File: config.mk
export PLATFORM = sky130hd
export DESIGN_NAME = stb_drain_arbiter
export DESIGN_NICKNAME = d
export VERILOG_FILES = /design/src/rtl/stb_drain_arbiter.sv
export SDC_FILE = /design/constraint.sdc
export NUM_CORES = 1
export LEC_CHECK = 0
export BUFFER_PORTS_ARGS = -buffer_cell sky130_fd_sc_hd__clkbuf_2
export CELL_PAD_IN_SITES_DETAIL_PLACEMENT = 0
export CELL_PAD_IN_SITES_GLOBAL_PLACEMENT = 2
export CORE_MARGIN = 5
export CORE_UTILIZATION = 23
export CTS_BUF_LIST = sky130_fd_sc_hd__clkbuf_4 sky130_fd_sc_hd__clkbuf_8
export DETAILED_ROUTE_END_ITERATION = 7
export PLACE_DENSITY = 0.91
export SLEW_MARGIN = 5
export SYNTH_ARGS = -nofsm -noshare
export SYNTH_HDL_FRONTEND = slang
export SYNTH_SLANG_ARGS = --single-unit
File: constraint.sdc
create_clock -name clk -period 1.9 [get_ports clk]
set_input_delay 0.095 -clock clk [delete_from_list [all_inputs] [get_ports clk]]
set_output_delay 0.095 -clock clk [all_outputs]
set_load 0.05 [all_outputs]
File: src/rtl/stb_drain_arbiter.sv
// stb_drain_arbiter: drains store-buffer entries to the dcache ahead of LSU loads.
// Optional ack watchdog enabled by defining STB_DRAIN_TIMEOUT_EN.
module stb_drain_arbiter #(
    parameter int DCACHE_ADDR_WIDTH = 32,
    parameter int DCACHE_DATA_WIDTH = 32,
    parameter int TIMEOUT_CYCLES    = 256
) (
    input  logic                         clk,
    input  logic                         rst_n,
    input  logic                         stb_empty_i,
    input  logic [DCACHE_ADDR_WIDTH-1:0] stb_addr_i,
    input  logic [DCACHE_DATA_WIDTH-1:0] stb_wdata_i,
    input  logic [3:0]                   stb_sel_byte_i,
    output logic                         stb_rd_en_o,
    input  logic                         ld_req_i,
    input  logic [DCACHE_ADDR_WIDTH-1:0] ld_addr_i,
    input  logic                         dmem_sel_i,
    output logic                         ld_ack_o,
    output logic [DCACHE_DATA_WIDTH-1:0] ld_rdata_o,
    output logic                         ld_stall_o,
    output logic                         dcache_req_o,
    output logic                         dcache_w_en_o,
    output logic [DCACHE_ADDR_WIDTH-1:0] dcache_addr_o,
    output logic [DCACHE_DATA_WIDTH-1:0] dcache_wdata_o,
    output logic [3:0]                   dcache_sel_byte_o,
    output logic                         dmem_sel_o,
    input  logic                         dcache_ack_i,
    input  logic [DCACHE_DATA_WIDTH-1:0] dcache_rdata_i,
    output logic                         timeout_o
);
    typedef enum logic [1:0] {IDLE, ST_WAIT, LD_WAIT} state_t;
    state_t state, state_nxt;
    logic   timeout_hit;

`ifdef STB_DRAIN_TIMEOUT_EN
    localparam int CW = $clog2(TIMEOUT_CYCLES + 1);
    logic [CW-1:0] cnt;
    // Counter is zero in the first wait cycle, so expiry lands on wait cycle TIMEOUT_CYCLES.
    always_ff @(posedge clk or negedge rst_n) begin
        if (!rst_n) cnt <= '0;
        else cnt <= (state == IDLE) ? '0 : cnt + 1'b1;
    end
    assign timeout_hit = (state != IDLE) & !dcache_ack_i & (cnt == CW'(TIMEOUT_CYCLES - 1));
`else
    assign timeout_hit = 1'b0;
`endif

    always_ff @(posedge clk or negedge rst_n) begin
        if (!rst_n) state <= IDLE;
        else state <= state_nxt;
    end

    always_comb begin
        state_nxt   = state;
        stb_rd_en_o = 1'b0;
        ld_ack_o    = 1'b0;
        ld_rdata_o  = '0;
        if (state == IDLE)
            state_nxt = !stb_empty_i ? ST_WAIT : (ld_req_i & dmem_sel_i) ? LD_WAIT : IDLE;
        else if (dcache_ack_i | timeout_hit)
            state_nxt = IDLE;
        stb_rd_en_o = (state == ST_WAIT) & dcache_ack_i;
        ld_ack_o    = (state == LD_WAIT) & dcache_ack_i;
        ld_rdata_o  = ld_ack_o ? dcache_rdata_i : '0;
    end

    assign ld_stall_o = rst_n & ld_req_i & dmem_sel_i & !((state == LD_WAIT) & dcache_ack_i);
    assign dmem_sel_o = dcache_req_o;
    assign timeout_o  = timeout_hit;

    // Request fields are captured only when leaving IDLE, so input changes mid-flight are ignored.
    always_ff @(posedge clk or negedge rst_n) begin
        if (!rst_n) begin
            dcache_req_o      <= 1'b0;
            dcache_w_en_o     <= 1'b0;
            dcache_addr_o     <= '0;
            dcache_wdata_o    <= '0;
            dcache_sel_byte_o <= '0;
        end else if (state == IDLE && state_nxt == ST_WAIT) begin
            dcache_req_o      <= 1'b1;
            dcache_w_en_o     <= 1'b1;
            dcache_addr_o     <= stb_addr_i;
            dcache_wdata_o    <= stb_wdata_i;
            dcache_sel_byte_o <= stb_sel_byte_i;
        end else if (state == IDLE && state_nxt == LD_WAIT) begin
            dcache_req_o      <= 1'b1;
            dcache_w_en_o     <= 1'b0;
            dcache_addr_o     <= ld_addr_i;
            dcache_wdata_o    <= '0;
            dcache_sel_byte_o <= 4'hF;
        end else if (state_nxt == IDLE) begin
            dcache_req_o      <= 1'b0;
        end
    end
endmodule

=== After elaboration in Yosys (flattened, before gate mapping) ===
Cells that the tools add are included.
Widths: inputs -> output; s select.

* Add/subtract/negate cells: 0
* Multipliers: 0
* Div/mod/pow operators: 0
* Order comparisons: 0
* Equal/unequal tests: 4
* Shift operators: 0
* Multiplexer cells: 16
* Bitwise operators: 6
* Reductions and logical operators: 7

{| class="wikitable"
|+ Operators by type and width
! operator !! number
|-
| $mux 32 || 5
|-
| $mux 2 || 4
|-
| $mux 4 || 2
|-
| $and 1x1->1 || 6
|-
| $mux 1 || 5
|-
| $eq 2x1->1 const B || 2
|-
| $eq 2x2->1 const B || 2
|-
| $logic_not 2->1 || 2
|-
| $reduce_bool 3->1 || 1
|-
| $logic_and 1x1->1 || 2
|-
| $reduce_bool 2->1 || 1
|-
| $logic_not 1->1 || 1
|}

* Register bits: 72
* Bits in latches: 0
* RAM bits: 0
* Bits in read-only memories: 0
* Input port bits: 138
* Output and inout bits: 107
* Logic and storage cells: 39
* Memories kept: 0

=== Depth between registers and ports, before layout ===
* Word-level depth: 8
* Mapped depth: 5
* Gate-level depth less buffers: 3

=== Worst setup path before layout ===
OpenSTA, ideal clock, no wires.

* Path type: flip-flop to output port
* Start point: register state[0]
* End point: output port ld_stall_o
* Arrival: 2,143 ps
* Data required time: 1,805 ps
* Setup slack: -338 ps
* Stages on the path, launching flop included: 6
* Buffers on the path: 2
* Path through: dfrtp_1 inv_1 and3_1 buf_2 buf_6 nor3b_1

* Cells in the longest elaborated chain, start to end: 4

{| class="wikitable"
|+ Ends and longest elaborated chain
! item !! line !! text
|-
| start, declared || 32 || <nowiki>state_t state, state_nxt;</nowiki>
|-
| start signal, assigned || 50 || <nowiki>else state <= state_nxt;</nowiki>
|-
| $eq 2x2->1 || -- ||
|-
| $and 1x1->1 || -- ||
|-
| via ld_ack_o || 18 || <nowiki>output logic ld_ack_o,</nowiki>
|-
| $logic_not 1->1 || 67 || <nowiki>assign ld_stall_o = rst_n & ld_req_i & dmem_sel_i & !((state == LD_WAIT) & dcache_ack_i);</nowiki>
|-
| $and 1x1->1 || 67 ||
|-
| end, declared || 20 || <nowiki>output logic ld_stall_o,</nowiki>
|}

The timed path passes the listed nets, and every way through them passes these cells.

=== Final worst setup path ===
* Start point: register state[0]
* End point: output port ld_rdata_o[30]

* Cells in the longest elaborated chain, start to end: 3

{| class="wikitable"
|+ Ends and longest elaborated chain
! item !! line !! text
|-
| $eq 2x2->1 || 63 || <nowiki>ld_ack_o = (state == LD_WAIT) & dcache_ack_i;</nowiki>
|-
| $and 1x1->1 || 63 ||
|-
| $mux 32 || 64 || <nowiki>ld_rdata_o = ld_ack_o ? dcache_rdata_i : '0;</nowiki>
|-
| end, declared || 19 || <nowiki>output logic [DCACHE_DATA_WIDTH-1:0] ld_rdata_o,</nowiki>
|}

Every way passes these cells.

==> key figures <==
Finish
  • Number of nets in the layout: 674
  • Antenna diodes: 0
  • Share of cells above drive strength 1: 55.3%
  • Design area: 5310 µm²
  • Fillers: 1354
  • Layout area overhead: 63.6%

Routing
  • Wire length per cell: 15.4 µm
  • Residual DRC count: 0
  • Antenna Nets Post-Route: 0
  • DRT iter0 DRCs: 147
  • Vias per cell: 4.34
  • Post-Route WL: 11.0 mm
  • Via count: 3120
  • Initial DRT Pass Iterations: 4

Worst setup path
  • CP max stage delay: 0.46 ns
  • R2R Path End: dcache_addr_o[5]$_DFFE_PN0P_
  • Arr. time, crit path: 1.69 ns
  • Cell Chain, Critical Path: inv_1 > and3_1 > buf_8 > and2_1 > clkbuf_2
  • Flop-to-flop setup slack: 0.39 ns
  • Slowest-stage cell, CP: dfrtp_2
  • Startpoint types: flip-flop
  • Crit end category: primary output
  • R2r worst-path depth: 4
  • Critical path origin: state[0]$_DFF_PN0_
  • Crit-path max FO: 34
  • Required @ worst endpoint: 1.80 ns
  • Setup Crit Path Kind: flip-flop to primary output
  • Worst Setup EP: ld_rdata_o[30]
  • Worst r2r src: state[1]$_DFF_PN0_

Clocking
  • CTS tree: built
  • CTS Buffer Depth: 2
  • CTS Buf Count: 9
  • CTS Root Cell: clkbuf_8
  • Worst-path clk slew: 0.07 ns
  • Clock sink count: 72
  • Clk_lat worst skew: 0.34 ns
  • H-tree Lvls: 3

Logic synthesis
  • Ys Warns: 0
  • Netlist cell types: 26
  • Seq cells post-synth: 72
  • Post-Syn Instances: 245
  • Cell Area, Synth: 3240 µm²
  • Post-synthesis net count: 383
  • Avg Cell Area, Syn: 13.2 µm²
  • Register area share after synthesis: 55.5%

STA
  • Slew margin rel.: 61.4%
  • Final min period: 1.78 ns
  • Unrepaired setup endpoints after global routing: false
  • Clk_skew: 0.0107 ns
  • # setup viols final: 0
  • Final Hold Fails: 0
  • Pins over their slew limit: 0
  • Worst-Margin Slew: 0.579 ns
  • Max Fclk: 0.562 GHz
  • Worst hold slack: 0.0352 ns
  • Setup ws final: 0.120 ns
  • Final period utilization: 93.7%
  • Setup TNS: 0 ns

Placement
  • Place WS: 0.402 ns
  • Dpl hpwl: 8.12 mm
  • Placed cell area: 4570 µm²
  • RePlAce Congestion: 0.779
  • Port Buffers: 243

Global routing
  • Vias in the first global route: 3250
  • Global-route met1 utilization: 16.4%
  • M2 GR Usage: 19.7%
  • Grt total ovfl: 0
  • Global-route wire length before repair: 16.8 mm
  • Antenna violations before repair: 2
  • Met3 usage: 5.02%
  • Total GRT Usage: 12.8%
  • Largest net degree at the start of global routing: 65
  • GR peak layer: met2

Worst hold path
  • Hold_sp: ld_addr_i[29]
  • Worst hold path class: input port to flip-flop

Floorplan
  • Die width: 129 µm
  • Starting Density: 23.4%
  • DIE HEIGHT: 129 µm
  • Num ports: 245
  • Core area: 13900 µm²
  • Row count: 43
  • DIE AREA: 16600 µm²

Flow run
  • Number of max-cap violations: 0

Power
  • Pwr dens: 1230 nW/µm²
  • VDD IR max: 0.524 mV
  • Leak Pwr: 2.71 nW

Status
  • Run status: completed
## placed cells by master (no fill, tap or decap)
| cell type | Yosys | routed |
|---|---|---|
| nand4_2 | 1 | 1 |
| or3_1 | 1 | 1 |
| nor2_2 | 1 | 1 |
| and2_1 | 32 | 32 |
| buf_8 | 0 | 1 |
| clkbuf_2 | 2 | 215 |
| conb_1 | 1 | 1 |
| clkbuf_8 | 0 | 12 |
| nand2b_1 | 6 | 6 |
| o22a_1 | 4 | 4 |
| o221a_2 | 27 | 27 |
| nor3b_2 | 0 | 1 |
| dlygate4sd3_1 | 0 | 53 |
| and3_1 | 2 | 2 |
| o221a_1 | 5 | 5 |
| buf_12 | 0 | 2 |
| buf_4 | 2 | 4 |
| dfrtp_1 | 72 | 70 |
| buf_2 | 4 | 19 |
| dfrtp_2 | 0 | 2 |
| a22o_1 | 32 | 32 |
| or2b_1 | 27 | 27 |
| o31ai_1 | 1 | 1 |
| nand2_1 | 2 | 2 |
| clkbuf_4 | 0 | 10 |
| a211o_2 | 1 | 1 |
| inv_1 | 2 | 2 |
| o21ai_0 | 3 | 3 |
| nor3_4 | 1 | 1 |
| a21boi_4 | 1 | 1 |
## repair_timing
| action | CTS | global route |
|---|---|---|
| hold endpoints to repair | 80 | 0 |
| setup endpoints to repair | 2 | 33 |
| hold buffers | 53 | 0 |
| setup buffers | 0 | 0 |
| gates resized for setup | 2 | 35 |
## layer usage
| metal | vias up | share of wire (%) |
|---|---|---|
| met4 | 4 | 2.2 |
| met5 | - | 0.23 |
| met2 | 152 | 46 |
| met3 | 27 | 9.5 |
| li1 | 1484 | - |
| met1 | 1453 | 42 |
## per-stage QoR
stage,utilization [%],power [mW],instances
global route,38.2,6.88,719
global placement,32.9,5.36,652
CTS,38.1,6.64,719
detailed placement,32.9,5.39,652
floorplan,-,4.58,245
finish,38.2,6.55,719
## cells in the mapped netlist, drive strengths merged
cell type | instances | area share, %
buf | 19 | 5.6
and3 | 2 | 0.39
o22a | 4 | 1.1
and2 | 32 | 6.2
dfrtp | 72 | 56
clkbuf | 3 | 0.42
a21boi | 1 | 0.58
a211o | 1 | 0.31
o31ai | 1 | 0.23
nand2b | 6 | 1.2
or2b | 27 | 6.2
o221a | 32 | 11
inv | 2 | 0.23
conb | 1 | 0.12
or3 | 1 | 0.19
nand2 | 2 | 0.23
nand4 | 1 | 0.39
o21ai | 3 | 0.46
nor2 | 1 | 0.19
a22o | 32 | 8.6
nor3b | 1 | 0.23
nor3 | 1 | 0.50
## registers in the layout (all words and copies together), names as in the netlist
signal / count
dcache_wdata_o: 32
state: 2
dcache_req_o: 1
dcache_addr_o: 32
dcache_sel_byte_o: 4
dcache_w_en_o: 1
## worst max-delay path, delay by kind of cell, from the launching register on
kind	cells	cell delay [ns]
and+or+nand+nor	2	0.33
DFF	1	0.46
buffers and inverters	3	0.54
## kinds of logic after synthesis
family / share of synthesized area, %
buffers and inverters: 6.25
AOI/OAI and AO/OA: 22.4
other: 0.116
DFF: 55.5
and+or+nand+nor: 15.7
## where the power goes
group | total (mW) | switching [mW] | internal (mW)
registers | 2.25 | 0.280 | 1.97
clock network | 1.11 | 0.510 | 0.597
logic | 3.19 | 2.28 | 0.917
total | 6.55 | 3.07 | 3.49
## worst min path at each step
stage	end	slack, ns	depth (start not counted)
after floorplan	dcache_addr_o[0]$_DFFE_PN0P_	-0.20	0
after global placement	dcache_wdata_o[15]$_DFFE_PN0P_	-0.0008	1
after detailed placement	dcache_wdata_o[27]$_DFFE_PN0P_	0.0005	1
after CTS	dcache_addr_o[8]$_DFFE_PN0P_	0.0004	2
after global routing	dcache_addr_o[19]$_DFFE_PN0P_	0.004	2
final	dcache_addr_o[29]$_DFFE_PN0P_	0.04	2
## layout make-up
type | count | area [µm²] | area share [%]
inverters | 2 | 7.51 | 0.141
repair buffers | 302 | 1850 | 34.8
multi-input cells | 149 | 1240 | 23.5
clock buffers | 14 | 180 | 3.39
well taps | 180 | 225 | 4.24
flip-flops and latches | 72 | 1800 | 34.0
Note: power is estimated with default switching activity, not from simulation.
